==> src/rtl/fma_pkg.sv <==
// Shared FMA datapath constants and the packed-word record used by the quantized-output packer.
// Pure declarations; no logic.
package fma_pkg;

    localparam int BW_INT = 8;
    localparam int BW_EXP = 8;
    localparam int LANES  = 4;

    typedef struct packed {
        logic [LANES*BW_INT-1:0] data;
        logic [LANES-1:0]        mask;
        logic [BW_EXP-1:0]       scale;
        logic                    last;
    } qpack_word_t;

endpackage

==> src/rtl/fma_pack_fifo2.sv <==
// Two-entry word queue between the packer's assembly register and the writeback port.
// Latency: a pushed word is visible at head_dat the cycle after push (when queue was empty).
// Backpressure: push is ignored when full, pop is ignored when empty; the caller gates on occ.
module fma_pack_fifo2
    import fma_pkg::*;
#(
    parameter type word_t = qpack_word_t
) (
    input  logic       clk,
    input  logic       rst_n,
    input  logic       push,
    input  word_t      push_dat,
    input  logic       pop,
    output logic [1:0] occ,
    output word_t      head_dat
);

    word_t mem [2];
    logic  wr_ptr;
    logic  rd_ptr;
    logic  do_push;
    logic  do_pop;

    assign do_push  = push && (occ != 2'd2);
    assign do_pop   = pop  && (occ != 2'd0);
    assign head_dat = mem[rd_ptr];

    always_ff @(posedge clk or negedge rst_n) begin
        if (!rst_n) begin
            mem[0] <= '0;
            mem[1] <= '0;
            wr_ptr <= 1'b0;
            rd_ptr <= 1'b0;
            occ    <= 2'd0;
        end else begin
            if (do_push) begin
                mem[wr_ptr] <= push_dat;
                wr_ptr      <= ~wr_ptr;
            end
            if (do_pop) begin
                rd_ptr <= ~rd_ptr;
            end
            occ <= occ + {1'b0, do_push} - {1'b0, do_pop};
        end
    end

endmodule

==> src/rtl/fma_quant_packer.sv <==
// Packs per-cycle quantized integers into LANES-wide words with lane mask and lane-0 scale.
// Latency: closing element appears at out_valid one cycle later when the queue is empty.
// Backpressure: in_ready drops when the 2-entry queue is full (registered, no out_ready path).
// Optional zero-lane counter enabled by defining QPACK_ZCNT_EN.
module fma_quant_packer #(
    parameter int BW_INT = fma_pkg::BW_INT,
    parameter int BW_EXP = fma_pkg::BW_EXP,
    parameter int LANES  = fma_pkg::LANES
) (
    input  logic                    clk,
    input  logic                    rst_n,
    input  logic                    in_valid,
    output logic                    in_ready,
    input  logic [BW_INT-1:0]       quat_int,
    input  logic [BW_EXP-1:0]       scale,
    input  logic                    in_last,
    output logic                    out_valid,
    input  logic                    out_ready,
    output logic [LANES*BW_INT-1:0] out_data,
    output logic [LANES-1:0]        out_mask,
    output logic [BW_EXP-1:0]       out_scale,
    output logic                    out_last,
    output logic                    scale_err
`ifdef QPACK_ZCNT_EN
    ,
    output logic [15:0]             zero_cnt
`endif
);

    localparam int CW = $clog2(LANES);

    typedef struct packed {
        logic [LANES*BW_INT-1:0] data;
        logic [LANES-1:0]        mask;
        logic [BW_EXP-1:0]       scale;
        logic                    last;
    } word_t;

    logic [CW-1:0]                cnt;
    logic [LANES-1:0][BW_INT-1:0] asm_data;
    logic [LANES-1:0][BW_INT-1:0] lanes;
    logic [LANES-1:0]             asm_mask;
    logic [BW_EXP-1:0]            lat_scale;
    logic [1:0]                   occ;
    logic                         accept;
    logic                         close;
    logic                         pop;
    word_t                        push_word;
    word_t                        head;

    assign in_ready  = (occ != 2'd2);
    assign out_valid = (occ != 2'd0);
    assign accept    = in_valid && in_ready;
    assign pop       = out_valid && out_ready;
    assign close     = accept && ((cnt == CW'(LANES - 1)) || in_last);

    // The word as it would look with the current element merged in.
    always_comb begin
        lanes           = asm_data;
        lanes[cnt]      = quat_int;
        push_word.data  = lanes;
        push_word.mask  = asm_mask | (LANES'(1) << cnt);
        push_word.scale = (cnt == '0) ? scale : lat_scale;
        push_word.last  = in_last;
    end

    always_ff @(posedge clk or negedge rst_n) begin
        if (!rst_n) begin
            cnt       <= '0;
            asm_data  <= '0;
            asm_mask  <= '0;
            lat_scale <= '0;
            scale_err <= 1'b0;
        end else begin
            scale_err <= accept && (cnt != '0) && (scale != lat_scale);
            if (accept) begin
                if (cnt == '0) begin
                    lat_scale <= scale;
                end
                if (close) begin
                    cnt      <= '0;
                    asm_data <= '0;
                    asm_mask <= '0;
                end else begin
                    cnt      <= cnt + 1'b1;
                    asm_data <= lanes;
                    asm_mask <= push_word.mask;
                end
            end
        end
    end

    fma_pack_fifo2 #(
        .word_t (word_t)
    ) u_fifo (
        .clk      (clk),
        .rst_n    (rst_n),
        .push     (close),
        .push_dat (push_word),
        .pop      (pop),
        .occ      (occ),
        .head_dat (head)
    );

    assign out_data  = head.data;
    assign out_mask  = head.mask;
    assign out_scale = head.scale;
    assign out_last  = head.last;

`ifdef QPACK_ZCNT_EN
    always_ff @(posedge clk or negedge rst_n) begin
        if (!rst_n) begin
            zero_cnt <= 16'h0000;
        end else if (accept && (quat_int == '0) && (zero_cnt != 16'hFFFF)) begin
            zero_cnt <= zero_cnt + 16'h0001;
        end
    end
`endif

endmodule

==> config.mk <==
export PLATFORM = sky130hd
export DESIGN_NAME = fma_quant_packer
export DESIGN_NICKNAME = d
export VERILOG_FILES = /design/src/rtl/fma_pkg.sv /design/src/rtl/fma_pack_fifo2.sv /design/src/rtl/fma_quant_packer.sv
export SDC_FILE = /design/constraint.sdc
export NUM_CORES = 1
export LEC_CHECK = 0
export CORE_MARGIN = 5
export CORE_UTILIZATION = 57
export DETAILED_ROUTE_END_ITERATION = 16
export MAX_ROUTING_LAYER = met4
export PLACE_DENSITY = 0.87
export SLEW_MARGIN = 20
export SYNTH_ARGS = -nofsm -noshare
export SYNTH_HDL_FRONTEND = slang
export SYNTH_HIERARCHICAL = 1
export SYNTH_SLANG_ARGS = --single-unit
==> constraint.sdc <==
create_clock -name clk -period 2.4 [get_ports clk]
set_input_delay 0.24 -clock clk [delete_from_list [all_inputs] [get_ports clk]]
set_output_delay 0.24 -clock clk [all_outputs]
set_load 0.01 [all_outputs]
# Yosys cells after proc, flatten, opt, wreduce, memory -nomap -nowiden
# Index checks and enable logic that the tools add are counted.
# word_totals
latch_bits,0
rom_bits,0
register_bits,141
ram_bits,0
memories,0
# classes
shift,1
reduce_logical,13
n_div,0
multipliers,0
n_addsub,3
n_mux,13
bitwise,5
n_eq_ne,3
magnitude_cmp,5
# ops
op,n
$mux 45,4
$bwmux 90,1
$demux 45 s1,1
$bwmux 32,1
$mux 32,1
$demux 8 s2,1
$mux 8,2
$logic_and 1x1->1,9
$ne 8x8->1,1
$ge 2x2->1 const B,2
$mux 4,1
$not 1->2,2
$or 4x4->4,1
$reduce_bool 2->1,2
$shl 1x2->4 const A,1
$lt 2x3->1 const B,1
$add 2x1->2,1
$add 2x1->2 const B,1
$eq 2x2->1 const B,1
$ge 2x1->1 const B,1
$logic_not 2->1,1
$lt 2x1->1 const B,1
$mux 2,1
$ne 2x2->1 const B,1
other kinds (3),4

# Longest topological paths before layout
# Gate-level depths: netlist of the first run.
# depth
depth_word,6
depth_mapped,12
mapped_depth_nobuf,10

# By module
# Netlist of the first run, hierarchy kept.
# by_module_without_submodules
module,cells_each,area_per_inst_um2,instances,seq_area_each_um2
fma_pack_fifo2,256,4421.7,1,2352.3
fma_quant_packer,236,2555.0,1,1176.1

# Worst setup path before layout of the first run
# Ideal clock, no wire load.
# synth_timing
path_type,reg-to-reg
from,register cnt[0]
to,register u_fifo.occ[1]
arrival_time_ps,2051
setup_time_ps,124
slack_ps,226
stages_incl_launch_ff,13
period_less_slack_ps,2174
t_required_ps,2276
path_cell_list,dfrtp_1 > ha_1 > buf_6 > nor2_4 > or3_1 > buf_6 > inv_2 > nand2_1 > ha_1 > inv_1 > ha_1 > xnor2_1 > xnor2_1
# synth_between
elab_chain_len,6
# synth_lines
item,line,text
from (decl),fma_quant_packer.sv:39,logic [CW-1:0] cnt;
from (signal assigned),fma_quant_packer.sv:85,cnt <= cnt + 1'b1;
$eq 2x2->1,fma_quant_packer.sv:55,assign close = accept && ((cnt == CW'(LANES - 1)) || in_last);
$logic_or 1x1->1,fma_quant_packer.sv:55,
$logic_and 1x1->1,fma_quant_packer.sv:55,
net close,fma_quant_packer.sv:46,logic close;
$logic_and 1x1->1,fma_pack_fifo2.sv:24,assign do_push = push && (occ != 2'd2);
$add 2x1->2,fma_pack_fifo2.sv:43,"occ <= occ + {1'b0, do_push} - {1'b0, do_pop};"
$sub 2x1->2,fma_pack_fifo2.sv:43,
to (signal assigned),fma_pack_fifo2.sv:43,
to (decl),fma_pack_fifo2.sv:14,"output logic [1:0] occ,"
# The timed path passes the listed nets, and every way through them passes these cells.
# A chain may end at the register's enable or synchronous reset.

# Worst setup path after layout of the first run
# layout_timing
from,register u_fifo.rd_ptr
to,output port out_mask[3]
# layout_between
elab_chain_len,4
# layout_lines
item,line,text
from (decl),fma_pack_fifo2.sv:20,logic rd_ptr;
from (signal assigned),fma_pack_fifo2.sv:41,rd_ptr <= ~rd_ptr;
$not 1->2 (not written as such),fma_pack_fifo2.sv:26,assign head_dat = mem[rd_ptr];
$mux 45 (not written as such) (3 in series),fma_pack_fifo2.sv:26,
to (decl),fma_quant_packer.sv:20,"output logic [LANES-1:0] out_mask,"
# No other way between the ends. The select of a mux whose other input is x is not followed.

==> results of run 1 <==
[cell usage in the layout (no fill, tap or decap), types with 9 or more instances in the layout]
cell	netlist	routed
mux2_4	80	80
nand4_1	24	24
o21ai_0	26	26
nand2_1	25	25
xor2_1	9	9
and2_4	9	9
clkdlybuf4s50_1	0	67
buf_4	5	11
mux2_2	103	103
dfrtp_1	141	140
clkbuf_16	0	17
[stage by stage]
step,std cells,setup WS (ns),utilization (%)
2_1_floorplan,492,0.226,-
3_3_place_gp,689,0.139,64.6
3_5_place_dp,689,0.0908,64.6
4_1_cts,718,0.110,69.1
5_1_grt,718,0.0480,69.1
6_report,718,0.135,69.1
[kinds of logic after synthesis]
family / Yosys count / share of synthesized area [%]
muxes: 183 / 33.8
DFF: 141 / 50.6
and+or+nand+nor: 77 / 6.38
buffers and inverters: 41 / 4.16
AOI/OAI and AO/OA: 32 / 2.46
xor gates and xnor gates: 12 / 1.51
adders and majority gates: 6 / 1.08
[power by group]
part / total (mW) / leakage (nW) / internal, mW / switching, mW
Sequential: 3.81 / 1.83 / 3.27 / 0.540
Clock: 2.33 / 0.258 / 1.43 / 0.897
Combinational: 4.86 / 1.80 / 2.81 / 2.05
Total: 11.0 / 3.89 / 7.51 / 3.49
[final cells by class]
cell class / instances / area share [%]
clock inverter: 2 / 0.121
clock buffer: 26 / 6.14
tap: 147 / 2.22
sequential: 141 / 42.6
multi-input combinational: 310 / 38.1
inverter: 7 / 0.317
timing repair buffer: 85 / 10.5
[metal layers]
layer	track usage, %	vias to the layer above	share of wire (%)
met5	-	-	0
met4	8.36	0	1.4
met3	5.75	16	5.4
met2	37.1	128	51
met1	27.6	2165	42
li1	-	1884	-
[worst reg2reg max path: cells and delay by family, from the launching register on]
| kind | cells | cell delay, ns |
|---|---|---|
| xor gates and xnor gates | 2 | 0.30 |
| adders and majority gates | 3 | 0.74 |
| buffers and inverters | 2 | 0.15 |
| DFF | 1 | 0.43 |
| and+or+nand+nor | 3 | 0.51 |
[final timing paths]
kind	from	end	slack, ns	depth (start not counted)
max reg2reg	cnt[0]$_DFFE_PN0P_	u_fifo/occ[1]$_DFF_PN0_	0.19	10
max in group asynchronous	rst_n	u_fifo/mem[78]$_DFFE_PN0P_	1.33	3
max	u_fifo/rd_ptr$_DFFE_PN0P_	out_mask[3]	0.14	3
min reg2reg	asm_data[31]$_DFFE_PN0P_	asm_data[31]$_DFFE_PN0P_	0.49	1
min in group clk	asm_data[31]$_DFFE_PN0P_	asm_data[31]$_DFFE_PN0P_	0.49	1
min	rst_n	u_fifo/mem[3]$_DFFE_PN0P_	0.38	2
[sequential cells by signal, indices dropped and copies added, names as in the netlist]
register       cells
asm_data          32
asm_mask           4
cnt                2
lat_scale          8
scale_err          1
u_fifo/mem        90
u_fifo/occ         2
u_fifo/rd_ptr      1
u_fifo/wr_ptr      1
[repair_timing]
action | 4_1_cts | 5_1_grt
hold buffers | 1 | 0
endpoints found under the setup margin | 0 | 0
endpoints found under the hold margin | 62 | 0
resized for setup | 0 | 0
==> results.py, run 1 <==
metrics = {
    "run_status": {
        "status": "completed",
    },
    "final_layout": {
        "diodes": 0,
        "fillers": 796,
        "final_nets": 589,
        "design_area_sq_mm": 0.00829,
        "seqCellArea_sq_mm": 0.00353,
        "post_route_cells_drive_above_1_share_pct": 43.1,
        "areaGrowthSynthToFinish_pct": 18.9,
        "multi_input_area_sq_mm": 0.00316,
    },
    "drt": {
        "wl_per_cell_microns": 21.1,
        "antenna_left": 0,
        "drt-initial-drc-count": 427,
        "vias": 4193,
        "first_pass_iters": 4,
        "vias_per_cell": 5.84,
        "drc": 0,
        "routed_wl_mm": 15.2,
    },
    "logic_synthesis": {
        "syn-cell-area_sq_mm": 0.00698,
        "netlist_instances": 492,
        "yosysTopAreaCellShare_pct": 50.6,
        "synth_fp_nets": 519,
        "yosysSeqAreaShare_pct": 50.6,
        "synth_most_common_cell": "dfrtp_1",
        "yosys-top-cells-count": "141 x dfrtp_1, 103 x mux2_2, 80 x mux2_4",
        "synth_ff_type": "dfrtp_1",
        "synthTopCellsByArea": "dfrtp_1 51%, mux2_4 17%, mux2_2 17%, nand4_1 2.2%, o21ai_0 1.9%",
        "synth_async_sr_flop_share_pct": 100,
        "synth_edf_count": 0,
        "synth_cell_types": 33,
        "ys_warn_count": 6,
        "ys_ff_latch": 141,
        "postSynthAreaPerCell_sq_um": 14.2,
        "synth_largest_area_cell": "dfrtp_1",
    },
    "grt": {
        "grt_max_degree": 66,
        "grt_pass1_vias": 4854,
        "antenna_found_initial": 0,
        "grt_usage_pct": 22.8,
        "grt_overflow_total": 0,
        "grt_pass1_wl_mm": 25.1,
    },
    "power_and_ir_drop": {
        "totalPowerFinal_mw": 11.0,
        "leakage_nw": 3.89,
        "powerDensity_mw_per_mm2": 1330,
        "peakVddDrop_mv": 0.596,
    },
    "die": {
        "die_width_microns": 121,
        "initial_core_util_pct": 58.1,
        "num_io_pins": 69,
        "rows": 40,
        "die_area_sq_mm": 0.0146,
        "dieHeight_microns": 121,
        "core-area_sq_mm": 0.0120,
    },
    "worst_setup_path": {
        "critical_path_class": "reg2out",
        "endpoint_kind": "output pin",
        "cp_cell_sequence": "buf_4 -> mux2_2 -> clkdlybuf4s50_1",
        "worstSetupStartpointType": "flip-flop",
        "slowest_stage": "clkdlybuf4s50_1",
        "slowest_delay_ns": 0.49,
        "cp.required_ns": 2.16,
        "cp_num_buf_inv": 2,
        "path_max_fanout": 25,
        "crit_family": "buffers and inverters",
        "cp_data_arrival_time_ns": 2.02,
    },
    "timing": {
        "fin_worst_skew_ns": 0.00928,
        "whs_ns": 0.382,
        "setup_violations": 0,
        "setup-tns-final_ns": 0,
        "drv_slew": 0,
        "fmax_mhz": 442,
        "rsz0062_at_grt": "false",
        "finalHoldViolations": 0,
        "min_period_ns": 2.26,
        "maxSlewHeadroom_pct": 40.3,
        "final.period_utilization_pct": 94.4,
        "worstMarginPinSlew_ns": 0.895,
    },
    "clock_tree": {
        "clk_pin_slew_worst_paths_ns": 0.06,
        "cts_tree": "yes",
        "cts_sinks": 141,
        "cts_setup_buffers": 0,
        "clockBufferDepth": 2,
        "root_buffer": "clkbuf_16",
        "clk_latency_ns": 0.41,
        "numCtsBuffers": 17,
        "h-tree-depth": 4,
    },
    "job": {
        "drv_cap": 0,
    },
    "placed_design": {
        "placed_area_sq_mm": 0.00776,
        "numPortBuffers": 68,
        "dp.final_hpwl_mm": 9.64,
        "gp_congestion": 0.800,
    },
    "min_path": {
        "hold_class": "in2async",
    },
}
Power figures use the tool's default switching activity.
==> inputs of run 2 (changes only) <==
--- a/config.mk
+++ b/config.mk
@@ -6,10 +6,11 @@
 export NUM_CORES = 1
 export LEC_CHECK = 0
 export CORE_MARGIN = 5
-export CORE_UTILIZATION = 57
+export CORE_UTILIZATION = 30
 export DETAILED_ROUTE_END_ITERATION = 16
+export DONT_BUFFER_PORTS = 1
 export MAX_ROUTING_LAYER = met4
-export PLACE_DENSITY = 0.87
+export PLACE_DENSITY = 0.54
 export SLEW_MARGIN = 20
 export SYNTH_ARGS = -nofsm -noshare
 export SYNTH_HDL_FRONTEND = slang
==> run 2 against run 1 <==
  * The run now ends with hold timing left
  * Core utilization down 34 points
  * Via count down 8.3%
  * Sequential power about the same
  * Non-clock buffer count down 71
  * Clock skew down 0.0029 ns
  * Count of clock-buffer cells in the layout down 7
  * Worst setup slack better by 0.18 ns
  * Final cell count up 14%
  * Largest power group unchanged
==> results.py, run 2 (synthesis results as in run 1) <==
metrics = {
    "run_status": {
        "status": "finished, violations left",
        "violations": "hold timing",
    },
    "final_layout": {
        "final_nets": 518,
        "seqCellArea_sq_mm": 0.00353,
        "post_route_cells_drive_above_1_share_pct": 49.1,
        "multi_input_area_sq_mm": 0.00316,
        "final_common_cell": "dfrtp_1",
        "design_area_sq_mm": 0.00796,
        "most-common-layout-cells": "140 x dfrtp_1, 103 x mux2_2, 80 x mux2_4",
        "reg_top3": "u_fifo/mem x90, asm_data x32, lat_scale x8",
        "largest_register": "u_fifo/mem",
        "largest_register_ffs": 90,
        "areaGrowthSynthToFinish_pct": 14.1,
        "fillers": 2161,
        "diodes": 0,
    },
    "worst_setup_path": {
        "path_max_fanout": 24,
        "endpoint_kind": "flip-flop",
        "cp_data_arrival_time_ns": 2.38,
        "critical_path_class": "reg2reg",
        "cp.required_ns": 2.70,
        "worstSetupStartpointType": "flip-flop",
    },
    "die": {
        "die_area_sq_mm": 0.0264,
        "initial_core_util_pct": 30.6,
        "core-area_sq_mm": 0.0228,
        "dieHeight_microns": 162,
        "die_width_microns": 162,
        "num_io_pins": 69,
        "rows": 55,
    },
    "power_and_ir_drop": {
        "peakVddDrop_mv": 0.432,
        "powerDensity_mw_per_mm2": 1350,
        "leakage_nw": 3.69,
    },
    "clock_tree": {
        "clockBufferDepth": 2,
        "root_buffer": "clkbuf_16",
        "clk_latency_ns": 0.41,
        "cts_sinks": 141,
        "numCtsBuffers": 17,
        "h-tree-depth": 4,
        "cts_hold_buf": 3,
        "cts.repair.resized": 0,
        "cts_setup_buffers": 0,
        "clk_pin_slew_worst_paths_ns": 0.06,
        "cts_tree": "yes",
    },
    "drt": {
        "wl_per_cell_microns": 19.4,
        "antenna_left": 0,
        "drc": 0,
        "vias": 3847,
        "vias_per_cell": 4.71,
        "first_pass_iters": 4,
        "drt-initial-drc-count": 228,
        "routed_wl_mm": 15.9,
    },
    "placed_design": {
        "dp_slack_ns": 0.312,
        "gp_congestion": 0.716,
        "placed_area_sq_mm": 0.00727,
        "numPortBuffers": 0,
        "dp.final_hpwl_mm": 10.0,
    },
    "grt": {
        "grt_pass1_wl_mm": 25.3,
        "grt_max_degree": 142,
        "grt_pass1_vias": 4216,
        "grt_overflow_total": 0,
        "antenna_found_initial": 0,
        "grt_usage_pct": 12.7,
    },
    "timing": {
        "fmax_mhz": 479,
        "finalHoldViolations": 141,
        "final.period_utilization_pct": 87.0,
        "rsz0062_at_grt": "false",
        "fin_worst_skew_ns": 0.00640,
        "setup-tns-final_ns": 0,
        "worstMarginPinSlew_ns": 1.08,
        "min_period_ns": 2.09,
        "setup_violations": 0,
        "drv_slew": 0,
        "maxSlewHeadroom_pct": 27.5,
        "setup_ws_ns": 0.311,
        "whs_ns": -0.467,
    },
    "job": {
        "drv_cap": 0,
    },
    "min_path": {
        "hold_class": "in2async",
    },
}
## run 2: changes by cell type in the layout (fill, tap and decap cells not counted)
cell | previous run | this run
nor2b_2 | 0 | 1
buf_4 | 11 | 5
buf_6 | 1 | 0
clkdlybuf4s50_1 | 67 | 0
clkbuf_1 | 4 | 1
bufinv_16 | 0 | 6
nor2b_1 | 1 | 0
clkinv_4 | 0 | 2
clkbuf_8 | 5 | 1
buf_12 | 5 | 6
dlygate4sd3_1 | 1 | 3
clkinv_2 | 2 | 4
## run 2: metal layers
metal,GRT usage (%),routed length (microns),vias up
li1,-,-,1750
met1,15.8,7020,1986
met2,19.2,7500,91
met3,5.11,1100,20
met4,3.88,242,0
met5,-,0,-
## run 2: path summary, 6_finish.rpt
path | from | end | slack [ns] | cells after the start
max in group asynchronous | rst_n | u_fifo/mem[19]$_DFFE_PN0P_ | 2.64 | 0
worst max-delay path | cnt[0]$_DFFE_PN0P_ | u_fifo/mem[45]$_DFFE_PN0P_ | 0.31 | 7
worst min register to register | u_fifo/wr_ptr$_DFFE_PN0N_ | u_fifo/wr_ptr$_DFFE_PN0N_ | 0.48 | 1
min in group clk | in_valid | cnt[0]$_DFFE_PN0P_ | 0.04 | 2
worst max register to register | cnt[0]$_DFFE_PN0P_ | u_fifo/mem[45]$_DFFE_PN0P_ | 0.31 | 7
worst min-delay path | rst_n | u_fifo/mem[53]$_DFFE_PN0P_ | -0.47 | 0
## run 2: area by class of cell
| cell class | instances | share of cell area, % |
|---|---|---|
| Inverter | 7 | 0.330 |
| Tap cell | 313 | 4.92 |
| Clock inverter | 12 | 2.74 |
| Sequential cell | 141 | 44.3 |
| Clock buffer | 19 | 5.57 |
| Multi-Input combinational cell | 310 | 39.7 |
| Timing Repair Buffer | 14 | 2.36 |
## run 2: worst max-delay path: stages, from the launching register on
cell and delay, ns:
dfrtp_1 0.39, ha_1 0.23, nor2_4 0.05, or3_1 0.34, inv_2 0.11, and3b_2 0.25
buf_12 0.24, mux2_2 0.36
## run 2: where the power goes
| group | internal [mW] | switching, mW |
|---|---|---|
| combinational | 2.15 | 1.87 |
| sequential | 3.26 | 0.534 |
| clock | 1.97 | 0.991 |
| total | 7.38 | 3.40 |
## run 2: stage by stage
step,utilization (%),instances,power [mW]
after global routing,34.9,816,11.4
after CTS,34.9,816,11.0
after floorplan,-,492,7.02
after global placement,31.9,782,7.78
final,34.9,816,10.8
after detailed placement,31.9,782,7.91
